[src/rtl/ultrasonido_pkg.sv]
// Shared definitions for the ultrasonic sensor emulator and its measurement controller.
package ultrasonido_pkg;

  typedef enum logic [2:0] {
    IDLE,
    TRIG_HIGH,
    BURST,
    ECHO,
    HOLDOFF
  } state_t;

  localparam int CLK_HZ          = 50_000_000;
  localparam int CYCLES_PER_CM   = 2920;
  localparam int TRIG_MIN_CYCLES = 500;
  localparam int MAX_CM          = 400;

endpackage

[src/rtl/ultrasonic_echo_responder_trigger_sync.sv]
// Two-flop synchronizer with registered rise/fall pulses aligned to the synchronized level.
module trigger_sync (
  input  logic clk,
  input  logic reset_n,
  input  logic async_i,
  output logic level_o,
  output logic rise_o,
  output logic fall_o
);

  logic s1_q, s2_q, rise_q, fall_q;

  // Edge pulses are formed from the stage pair so they assert on the same edge as level_o.
  always_ff @(posedge clk) begin
    if (!reset_n) begin
      s1_q   <= 1'b0;
      s2_q   <= 1'b0;
      rise_q <= 1'b0;
      fall_q <= 1'b0;
    end else begin
      s1_q   <= async_i;
      s2_q   <= s1_q;
      rise_q <= s1_q & ~s2_q;
      fall_q <= ~s1_q & s2_q;
    end
  end

  assign level_o = s2_q;
  assign rise_o  = rise_q;
  assign fall_o  = fall_q;

endmodule

[src/rtl/ultrasonic_echo_responder.sv]
// Emulates the HC-SR04 sensor: validates the trigger width, waits the burst delay,
// then drives an echo whose width encodes the programmed distance.
module ultrasonic_echo_responder
  import ultrasonido_pkg::*;
#(
  parameter int MIN_TRIG_CYCLES = 500,
  parameter int BURST_CYCLES    = 10000,
  parameter int CYCLES_PER_CM   = 2920,
  parameter int MAX_CM          = 400,
  parameter int TIMEOUT_CYCLES  = 1900000,
  parameter int HOLDOFF_CYCLES  = 50000
) (
  input  logic       clk,
  input  logic       reset_n,
  input  logic       trigger,
  input  logic [8:0] distance_cm,
  output logic       echo,
  output logic       busy,
  output logic       trig_err,
  output logic       trig_ignored
);

  localparam int MAX_PROD = MAX_CM * CYCLES_PER_CM;
  localparam int MAX_A    = (MAX_PROD > TIMEOUT_CYCLES) ? MAX_PROD : TIMEOUT_CYCLES;
  localparam int MAX_B    = (MAX_A > BURST_CYCLES) ? MAX_A : BURST_CYCLES;
  localparam int MAX_C    = (MAX_B > HOLDOFF_CYCLES) ? MAX_B : HOLDOFF_CYCLES;
  localparam int CNT_W    = $clog2(MAX_C + 1);

  localparam logic [CNT_W-1:0] ONE        = CNT_W'(1);
  localparam logic [CNT_W-1:0] MIN_C      = CNT_W'(MIN_TRIG_CYCLES);
  localparam logic [CNT_W-1:0] BURST_LAST = CNT_W'(BURST_CYCLES - 1);
  localparam logic [CNT_W-1:0] HOLD_LAST  = CNT_W'(HOLDOFF_CYCLES - 1);
  localparam logic [CNT_W-1:0] TIMEOUT_L  = CNT_W'(TIMEOUT_CYCLES);
  localparam logic [CNT_W-1:0] CPCM       = CNT_W'(CYCLES_PER_CM);

  // Zero and beyond-range distances answer with the sensor's no-object pulse.
  function automatic logic [CNT_W-1:0] echo_len(input logic [8:0] cm);
    if (cm != 9'd0 && cm <= 9'(MAX_CM)) echo_len = CNT_W'(cm) * CPCM;
    else                                echo_len = TIMEOUT_L;
  endfunction

  logic ts, ts_rise, ts_fall;

  trigger_sync u_trigger_sync (
    .clk     (clk),
    .reset_n (reset_n),
    .async_i (trigger),
    .level_o (ts),
    .rise_o  (ts_rise),
    .fall_o  (ts_fall)
  );

  state_t           state_q, state_d;
  logic [CNT_W-1:0] cnt_q, cnt_d;
  logic             echo_q, echo_d, busy_q, busy_d;
  logic             err_q, err_d, ign_q, ign_d;
  logic             latch;
  logic [8:0]       cm_q;
  logic [CNT_W-1:0] len_q;

  always_ff @(posedge clk) begin
    if (!reset_n) begin
      state_q <= IDLE;
      cnt_q   <= '0;
      echo_q  <= 1'b0;
      busy_q  <= 1'b0;
      err_q   <= 1'b0;
      ign_q   <= 1'b0;
    end else begin
      state_q <= state_d;
      cnt_q   <= cnt_d;
      echo_q  <= echo_d;
      busy_q  <= busy_d;
      err_q   <= err_d;
      ign_q   <= ign_d;
    end
  end

  // Length is computed once, on the first BURST cycle, from the freshly latched distance.
  always_ff @(posedge clk) begin
    if (latch) cm_q <= distance_cm;
    if (state_q == BURST && cnt_q == '0) len_q <= echo_len(cm_q);
  end

  always_comb begin
    state_d = state_q;
    cnt_d   = cnt_q;
    echo_d  = echo_q;
    busy_d  = busy_q;
    err_d   = 1'b0;
    ign_d   = 1'b0;
    latch   = 1'b0;
    unique case (state_q)
      IDLE: begin
        if (ts_rise) begin
          state_d = TRIG_HIGH;
          cnt_d   = ONE;
        end
      end
      TRIG_HIGH: begin
        if (ts_fall) begin
          cnt_d = '0;
          if (cnt_q >= MIN_C) begin
            state_d = BURST;
            busy_d  = 1'b1;
            latch   = 1'b1;
          end else begin
            state_d = IDLE;
            err_d   = 1'b1;
          end
        end else if (ts && cnt_q < MIN_C) begin
          cnt_d = cnt_q + ONE;
        end
      end
      BURST: begin
        ign_d = ts_rise;
        if (cnt_q == BURST_LAST) begin
          state_d = ECHO;
          cnt_d   = '0;
          echo_d  = 1'b1;
        end else begin
          cnt_d = cnt_q + ONE;
        end
      end
      ECHO: begin
        ign_d = ts_rise;
        if (cnt_q == len_q - ONE) begin
          state_d = HOLDOFF;
          cnt_d   = '0;
          echo_d  = 1'b0;
        end else begin
          cnt_d = cnt_q + ONE;
        end
      end
      HOLDOFF: begin
        ign_d = ts_rise;
        if (cnt_q == HOLD_LAST) begin
          state_d = IDLE;
          cnt_d   = '0;
          busy_d  = 1'b0;
        end else begin
          cnt_d = cnt_q + ONE;
        end
      end
      default: state_d = IDLE;
    endcase
  end

  assign echo         = echo_q;
  assign busy         = busy_q;
  assign trig_err     = err_q;
  assign trig_ignored = ign_q;

endmodule

[config.mk]
export PLATFORM = sky130hd
export DESIGN_NAME = ultrasonic_echo_responder
export DESIGN_NICKNAME = d
export VERILOG_FILES = /design/src/rtl/ultrasonido_pkg.sv /design/src/rtl/ultrasonic_echo_responder_trigger_sync.sv /design/src/rtl/ultrasonic_echo_responder.sv
export SDC_FILE = /design/constraint.sdc
export NUM_CORES = 1
export LEC_CHECK = 0
export CAP_MARGIN = 20
export CORE_MARGIN = 4
export CORE_UTILIZATION = 43
export DETAILED_ROUTE_END_ITERATION = 7
export PLACE_DENSITY = 0.59
export SKIP_LAST_GASP = 1
export SLEW_MARGIN = 30
export SYNTH_ARGS = -nofsm -noshare
export SYNTH_HDL_FRONTEND = slang
export SYNTH_HIERARCHICAL = 1
export SYNTH_SLANG_ARGS = --single-unit
[constraint.sdc]
create_clock -name clk -period 4.4 [get_ports clk]
set_input_delay 0.88 -clock clk [delete_from_list [all_inputs] [get_ports clk]]
set_output_delay 0.88 -clock clk [all_outputs]
set_load 0.05 [all_outputs]
==> results by group, run 1 <==
Worst setup path
  • Slowest stage delay, CP: 540 ps
  • WP data required: 4490 ps
  • Max Fanout on Critical Path: 3
  • CP cell instances: ha_1, inv_1, fa_1, fa_1, fa_1, inv_1, ha_1, a21oi_2, o21bai_1, a31o_2, a211o_1, o311a_1, xnor2_1, nand2_1
  • Critical path arrival: 4260 ps
  • Setup crit end kind: flop
  • Delay-heaviest family, CP: adder cells
  • Startpoint Class: flop
  • Buf/Inv on CP: 2
  • Slowest-stage cell, CP: fa_1
  • R2r setup slk: 230 ps
  • Crit Path Class: flop to flop
  • CP dominant cell by count: fa_1

Pwr
  • Internal power: 0.827 mW
  • Worst IR Drop VDD: 140 uV
  • Sequential share of power: 52.6%
  • Net switching power: 0.264 mW
  • Clock share of power: 45.0%
  • Pleak: 2.21 nW
  • Design Power: 1.09 mW
  • Comb pwr share: 2.5%
  • Switching part of the total power: 24.2%
  • Pwr/cell area: 207 mW/mm^2

Floorplan
  • Die width: 113 microns
  • Initial Util: 43.8%
  • Die Area: 0.0127 sq mm
  • Die height: 113 microns
  • # IOs: 16
  • # rows: 38
  • Core footprint: 0.0108 sq mm

Synthesis
  • Multiplexer share of the synthesized area: 0.424%
  • Largest family of logic cells by synthesized area: adder cells
  • Post-Synth Simple-Gate Area: 21.1%
  • XOR/XNOR Fraction of Synth Area: 8.72%
  • Cell variety after synth: 70
  • Post-synth EDFFs: 27
  • Area share of fa/ha/maj cells after synthesis: 21.7%
  • Post-synthesis sequential area ratio: 30.7%
  • Netlist Area Pre-Place: 0.00472 sq mm
  • Synth Register Bits: 59
  • Syn_nets: 579
  • Synth Flop Type: dfxtp_1
  • Syn_area_per_cell: 9.45 sq um
  • Mapped Cells: 500
  • Fraction of registers with async set/reset: 0%
  • Compound-Gate Fraction of Synth Area: 10.1%
  • Synth warn: 6

Place
  • Post-DP HPWL: 7.74 mm
  • Area after DPL: 0.00505 sq mm
  • Placed cell count: 651
  • GPL Wtd Cong: 0.843
  • Port Buf Inserts: 15
  • Pre-CTS setup slack: 126 ps

STA
  • Clock skew: 9.46 ps
  • Minimum clock period: 4170 ps
  • Slew headroom: 63.8%
  • RSZ-0062 raised after global routing: no
  • # setup viols final: 0
  • Worst Hold Margin: 478 ps
  • Setup TNS Final: 0 ps
  • Slew Viols, Final: 0
  • Worst slew pin tran: 541 ps
  • Final WS setup: 231 ps
  • Hold Fails Final Rpt: 0
  • Fmax: 0.240 GHz
  • Period Utilization, post-route: 94.8%

Drt
  • Initial DRC Count: 146
  • Drt total wl: 9.77 mm
  • Vias: 3496
  • DR WL/cell: 14.6 microns
  • DRT antenna net count: 0
  • DR pass1 iterations: 4
  • Vias/cell: 5.24
  • Remaining DRCs: 0

Global route
  • GRT Total Usage: 16.6%
  • Largest net degree at the start of global routing: 19
  • Vias in the first global route: 3624
  • Grt ovf: 0
  • Initial antenna violation count: 0
  • First-pass GRT wire length: 17.0 mm

Clock tree
  • Root buffer cell: clkbuf_8
  • Worst skew pair latency: 340 ps
  • Num Clock Sinks: 59
  • Post-CTS Hold Fix Bufs: 0
  • CTS tree: done
  • Reg clk slew, reported paths: 80 ps
  • Post-CTS Setup Repair Bufs: 0
  • Total of cells resized after clock tree synthesis: 0
  • Cts bufs inserted: 9
  • Clock Tree Buf Depth: 2
  • H-tree lvl count: 3

Layout
  • Area growth from synthesis to layout: 11.4%
  • # diodes: 0
  • Final Util: 48.8%
  • Final Cell Area: 0.00526 sq mm
  • Filler-free cell count of the finished design: 667
  • Nets: 601
  • Share of cells above drive strength 1: 9.87%

Hold path
  • Worst min path class: flop to flop

Status
  • Status: finished clean

Flow run
  • Max-Cap Viols: 0
==> Yosys cell counts (all sizes together), types with 10 or more instances <==
cell / count / area (sq um)
dfxtp: 32 / 641
xor2: 27 / 236
nor3: 14 / 80.1
nand3: 15 / 75.1
o21ai: 11 / 70.1
xnor2: 20 / 175
edfxtp: 27 / 811
and2: 10 / 63.8
inv: 71 / 267
nand2: 37 / 139
nor2: 37 / 139
fa: 25 / 500
ha: 42 / 526
a21oi: 13 / 68.8
==> cells in the final DEF (no fill, tap or decap), types with 3 or more instances in the layout <==
cell / count
dfxtp_1: 32
nand3_1: 15
and4_1: 3
fa_1: 25
xnor2_1: 20
o21a_1: 3
or2_2: 4
nand2b_1: 7
buf_4: 10
nand4b_1: 3
edfxtp_1: 27
o21ai_0: 8
a21o_1: 3
clkbuf_8: 9
clkdlybuf4s50_1: 15
ha_1: 42
a21oi_2: 3
and3b_1: 3
inv_1: 71
and3_1: 9
nor4_1: 5
nand4_1: 9
and2_1: 9
xor2_1: 27
nor2b_1: 4
a21oi_1: 10
nor3_1: 12
nor2_1: 37
a211oi_1: 5
nand2_1: 37
==> sequential cells by signal (all words and copies together) (netlist names) <==
register	count
cnt_q	21
len_q	18
cm_q	9
state_q	3
busy	1
echo	1
trig_err	1
trig_ignored	1
u_trigger_sync/fall_o	1
u_trigger_sync/level_o	1
u_trigger_sync/rise_o	1
u_trigger_sync/s1_q	1
==> worst min-delay path, stage by stage, from the launching register on <==
cell     delay, ps
dfxtp_1        340
nand2_1         60
a21oi_1         40
==> layout make-up <==
| cell class | count | area, sq um |
|---|---|---|
| clock buffer | 10 | 149 |
| clock inverter | 6 | 43.8 |
| timing repair buffer | 25 | 225 |
| multi-input combinational | 356 | 2950 |
| inverter | 71 | 267 |
| tap | 140 | 175 |
| sequential | 59 | 1450 |
| fill | 1053 | 5530 |
==> path summary, 6_finish.rpt <==
| kind | startpoint | end | cells after the start |
|---|---|---|---|
| min | u_trigger_sync/rise_o | trig_ignored | 2 |
| max reg2reg | cm_q[5] | len_q[19] | 14 |
| max | cm_q[5] | len_q[19] | 14 |
| min reg2reg | u_trigger_sync/rise_o | trig_ignored | 2 |
==> power by group through the flow <==
stage / combinational (mW) / sequential (mW) / clock [mW]
global route: 0.0294 / 0.573 / 0.526
floorplan: 0.0146 / 0.585 / 0
CTS: 0.0271 / 0.573 / 0.506
finish: 0.0270 / 0.573 / 0.490
detailed placement: 0.0270 / 0.586 / 0
global placement: 0.0268 / 0.586 / 0
==> per-layer routing <==
metal	GRT usage, %	part of all wire, %
met4	5.53	1.6
met1	22.8	49
met5	0	0
met2	26.7	46
met3	2.67	3.3
==> cell families after synthesis <==
kind of cell,count (synthesis)
flip-flops,59
XOR/XNOR,47
AND/OR/NAND/NOR,178
adder cells (fa/ha/maj),67
buffers and inverters,85
AO/OA/AOI/OAI,62
multiplexers,2
No activity file was read; power rests on OpenSTA's default activity.
==> inputs of run 2 (changes only) <==
- SYNTH_HIERARCHICAL: 1 -> unset
==> results by group, run 2 <==
Drt
  • DR pass1 iterations: 6
  • Drt total wl: 10.3 mm
  • Vias/cell: 5.44
  • Vias: 3824
  • Initial DRC Count: 200
  • DRT antenna net count: 0
  • Remaining DRCs: 0
  • DR WL/cell: 14.6 microns

Clock tree
  • Clock Tree Buf Depth: 2
  • Worst skew pair latency: 330 ps
  • H-tree lvl count: 3
  • CTS tree: done
  • Cts bufs inserted: 9
  • Post-CTS Setup Repair Bufs: 0
  • Num Clock Sinks: 59
  • Root buffer cell: clkbuf_16
  • Reg clk slew, reported paths: 50 ps

Place
  • Area after DPL: 0.00514 sq mm
  • Post-DP HPWL: 8.14 mm
  • Pre-CTS setup slack: 207 ps
  • Port Buf Inserts: 15
  • GPL Wtd Cong: 0.921

STA
  • Setup TNS Final: 0 ps
  • Period Utilization, post-route: 95.0%
  • Slew Viols, Final: 0
  • Hold Fails Final Rpt: 0
  • # setup viols final: 0
  • Worst slew pin tran: 916 ps
  • Minimum clock period: 4180 ps
  • Final WS setup: 221 ps
  • Fmax: 0.239 GHz
  • Clock skew: 10.4 ps
  • RSZ-0062 raised after global routing: no
  • Slew headroom: 38.5%

Synthesis
  • Syn_nets: 623
  • Fraction of registers with async set/reset: 0%
  • Synth warn: 0
  • Syn_area_per_cell: 8.92 sq um
  • Mapped Cells: 544
  • Yosys top cell area share: 16.7%
  • Cell variety after synth: 59
  • Post-synth top cells: inv_1, ha_1, nand2_1
  • Synth area leader: edfxtp_1
  • Post-synthesis sequential area ratio: 29.9%
  • Most frequent cell after synthesis: inv_1
  • Synth Register Bits: 59
  • Synth Flop Type: dfxtp_1
  • Netlist Area Pre-Place: 0.00485 sq mm
  • Post-synth EDFFs: 27
  • Synth area leaders: edfxtp_1, dfxtp_1, ha_1, fa_1, inv_1

Pwr
  • Pleak: 2.19 nW
  • Comb pwr share: 3.5%
  • Pwr/cell area: 245 mW/mm^2
  • Net switching power: 0.275 mW
  • Design Power: 1.34 mW
  • Clock share of power: 53.3%
  • Switching part of the total power: 20.5%
  • Worst IR Drop VDD: 172 uV
  • Sequential share of power: 43.2%
  • Internal power: 1.07 mW

Worst setup path
  • Slowest-stage cell, CP: fa_1
  • R2R cell count: 15
  • Critical path arrival: 4240 ps
  • Reg-to-reg startpoint: cm_q[7]
  • WP data required: 4470 ps
  • CP cell instances: ha_1, inv_1, fa_1, fa_1, fa_1, inv_1, ha_1, a21o_1, a21oi_2, o21bai_1, a31o_2, nand4_1, a31oi_1, xnor2_1, nand2_1
  • Slowest stage delay, CP: 540 ps
  • Max Fanout on Critical Path: 4
  • Startpoint Class: flop
  • R2r setup slk: 220 ps
  • Crit Path Class: flop to flop
  • CP dominant cell by count: fa_1
  • Reg2reg end: len_q[20]
  • Setup crit end kind: flop

Layout
  • Share of cells above drive strength 1: 7.10%
  • Commonest non-fill, non-tap cell in the layout: inv_1
  • Commonest cells after routing, fill and taps aside: inv_1, ha_1, nand2_1
  • Regs by FF count: cnt_q x21, len_q x18, cm_q x9
  • Final Util: 50.0%
  • Nets: 637
  • Most flop-heavy register: cnt_q
  • Area growth from synthesis to layout: 12.6%
  • Final Cell Area: 0.00546 sq mm
  • # diodes: 0
  • Max FFs per register: 21

Global route
  • Vias in the first global route: 3728
  • Largest net degree at the start of global routing: 20
  • Grt ovf: 0
  • First-pass GRT wire length: 17.5 mm
  • Initial antenna violation count: 0
  • GRT Total Usage: 16.6%

Floorplan
  • # rows: 38
  • Die width: 114 microns
  • Core footprint: 0.0109 sq mm
  • # IOs: 16
  • Die Area: 0.0130 sq mm
  • Die height: 114 microns
  • Initial Util: 44.4%

Hold path
  • Worst min path class: flop to flop
  • WHS Path Cells: 1
  • Min-delay src: u_trigger_sync.s1_q
  • Hold Path Sink: u_trigger_sync.fall_o

Status
  • Status: finished clean

Flow run
  • Max-Cap Viols: 0
## run 2: changes by cell type after synthesis, moves of 5 or more
cell      before  now
a21oi_1       12   27
clkbuf_1       8   16
inv_1         71   82
nand4_1        9   14
nor2_1        37   28
nor3_1        12   18
o21ai_1        0    9
or3_1          2    9
xor2_1        27   13
## run 2: how the worst max path moves through the flow
| stage | from | depth (start not counted) | slack (ps) | endpoint |
|---|---|---|---|---|
| finish | cm_q[7] | 15 | 220 | len_q[20] |
| global route | cm_q[7] | 14 | 20 | len_q[17] |
| CTS | cm_q[7] | 15 | 170 | len_q[20] |
| detailed placement | cm_q[7] | 15 | 210 | len_q[20] |
| global placement | cm_q[7] | 15 | 240 | len_q[20] |
| floorplan | cm_q[7] | 15 | 400 | len_q[20] |
## run 2: cell type report
| class | count | area, sq um |
|---|---|---|
| Sequential cell | 59 | 1450 |
| Multi-Input combinational cell | 383 | 3010 |
| Clock inverter | 6 | 61.3 |
| Inverter | 82 | 308 |
| Tap cell | 140 | 175 |
| Timing Repair Buffer | 23 | 210 |
| Fill cell | 1043 | 5470 |
| Clock buffer | 10 | 250 |
## run 2: critical path, delay by kind of cell, from the launching register on
kind	cells	cell delay [ps]
and+or+nand+nor	2	180
buffers and inverters	2	130
AOI/OAI and AO/OA	5	840
adders and majority gates	5	2200
xor gates and xnor gates	1	150
DFF	1	430
## run 2: cells by family (layout without fill, tap and decap cells)
family                     count (synthesis)  after routing  synth area share (%)
and+or+nand+nor                          180            180                  19.9
DFF                                       59             59                  29.9
AOI/OAI and AO/OA                         97             97                  13.5
adders and majority gates                 67             67                  21.1
buffers and inverters                    102            121                  8.43
xor gates and xnor gates                  37             37                  6.68
muxes                                      2              2                 0.413
## run 2: per-layer routing
layer	vias to the layer above	GRT usage [%]	share of wire, %	wire [microns]
li1	1916	-	-	-
met1	1795	23.0	48	4990
met2	93	26.5	46	4700
met3	20	2.54	4.0	415
met4	0	6.10	1.8	184
met5	-	0	0	0
## run 2: power groups by stage
stage / Sequential, mW / Combinational (mW) / Clock [mW]
after CTS: 0.579 / 0.0468 / 0.730
after floorplan: 0.591 / 0.0262 / 0
final: 0.579 / 0.0468 / 0.714
after global placement: 0.590 / 0.0453 / 0
after global routing: 0.579 / 0.0518 / 0.762
after detailed placement: 0.590 / 0.0465 / 0
## run 2: stage by stage
step / hold slack, ps / cells
floorplan: 382 / 544
CTS: 406 / 703
detailed placement: 398 / 687
global placement: 392 / 687
global route: 445 / 703
finish: 402 / 703
## run 2: timing repair
| item | CTS | global route |
|---|---|---|
| setup endpoints to repair | 0 | 3 |
| hold buffers | 0 | 0 |
| hold endpoints to repair | 0 | 0 |
| gates resized for setup | 0 | 2 |
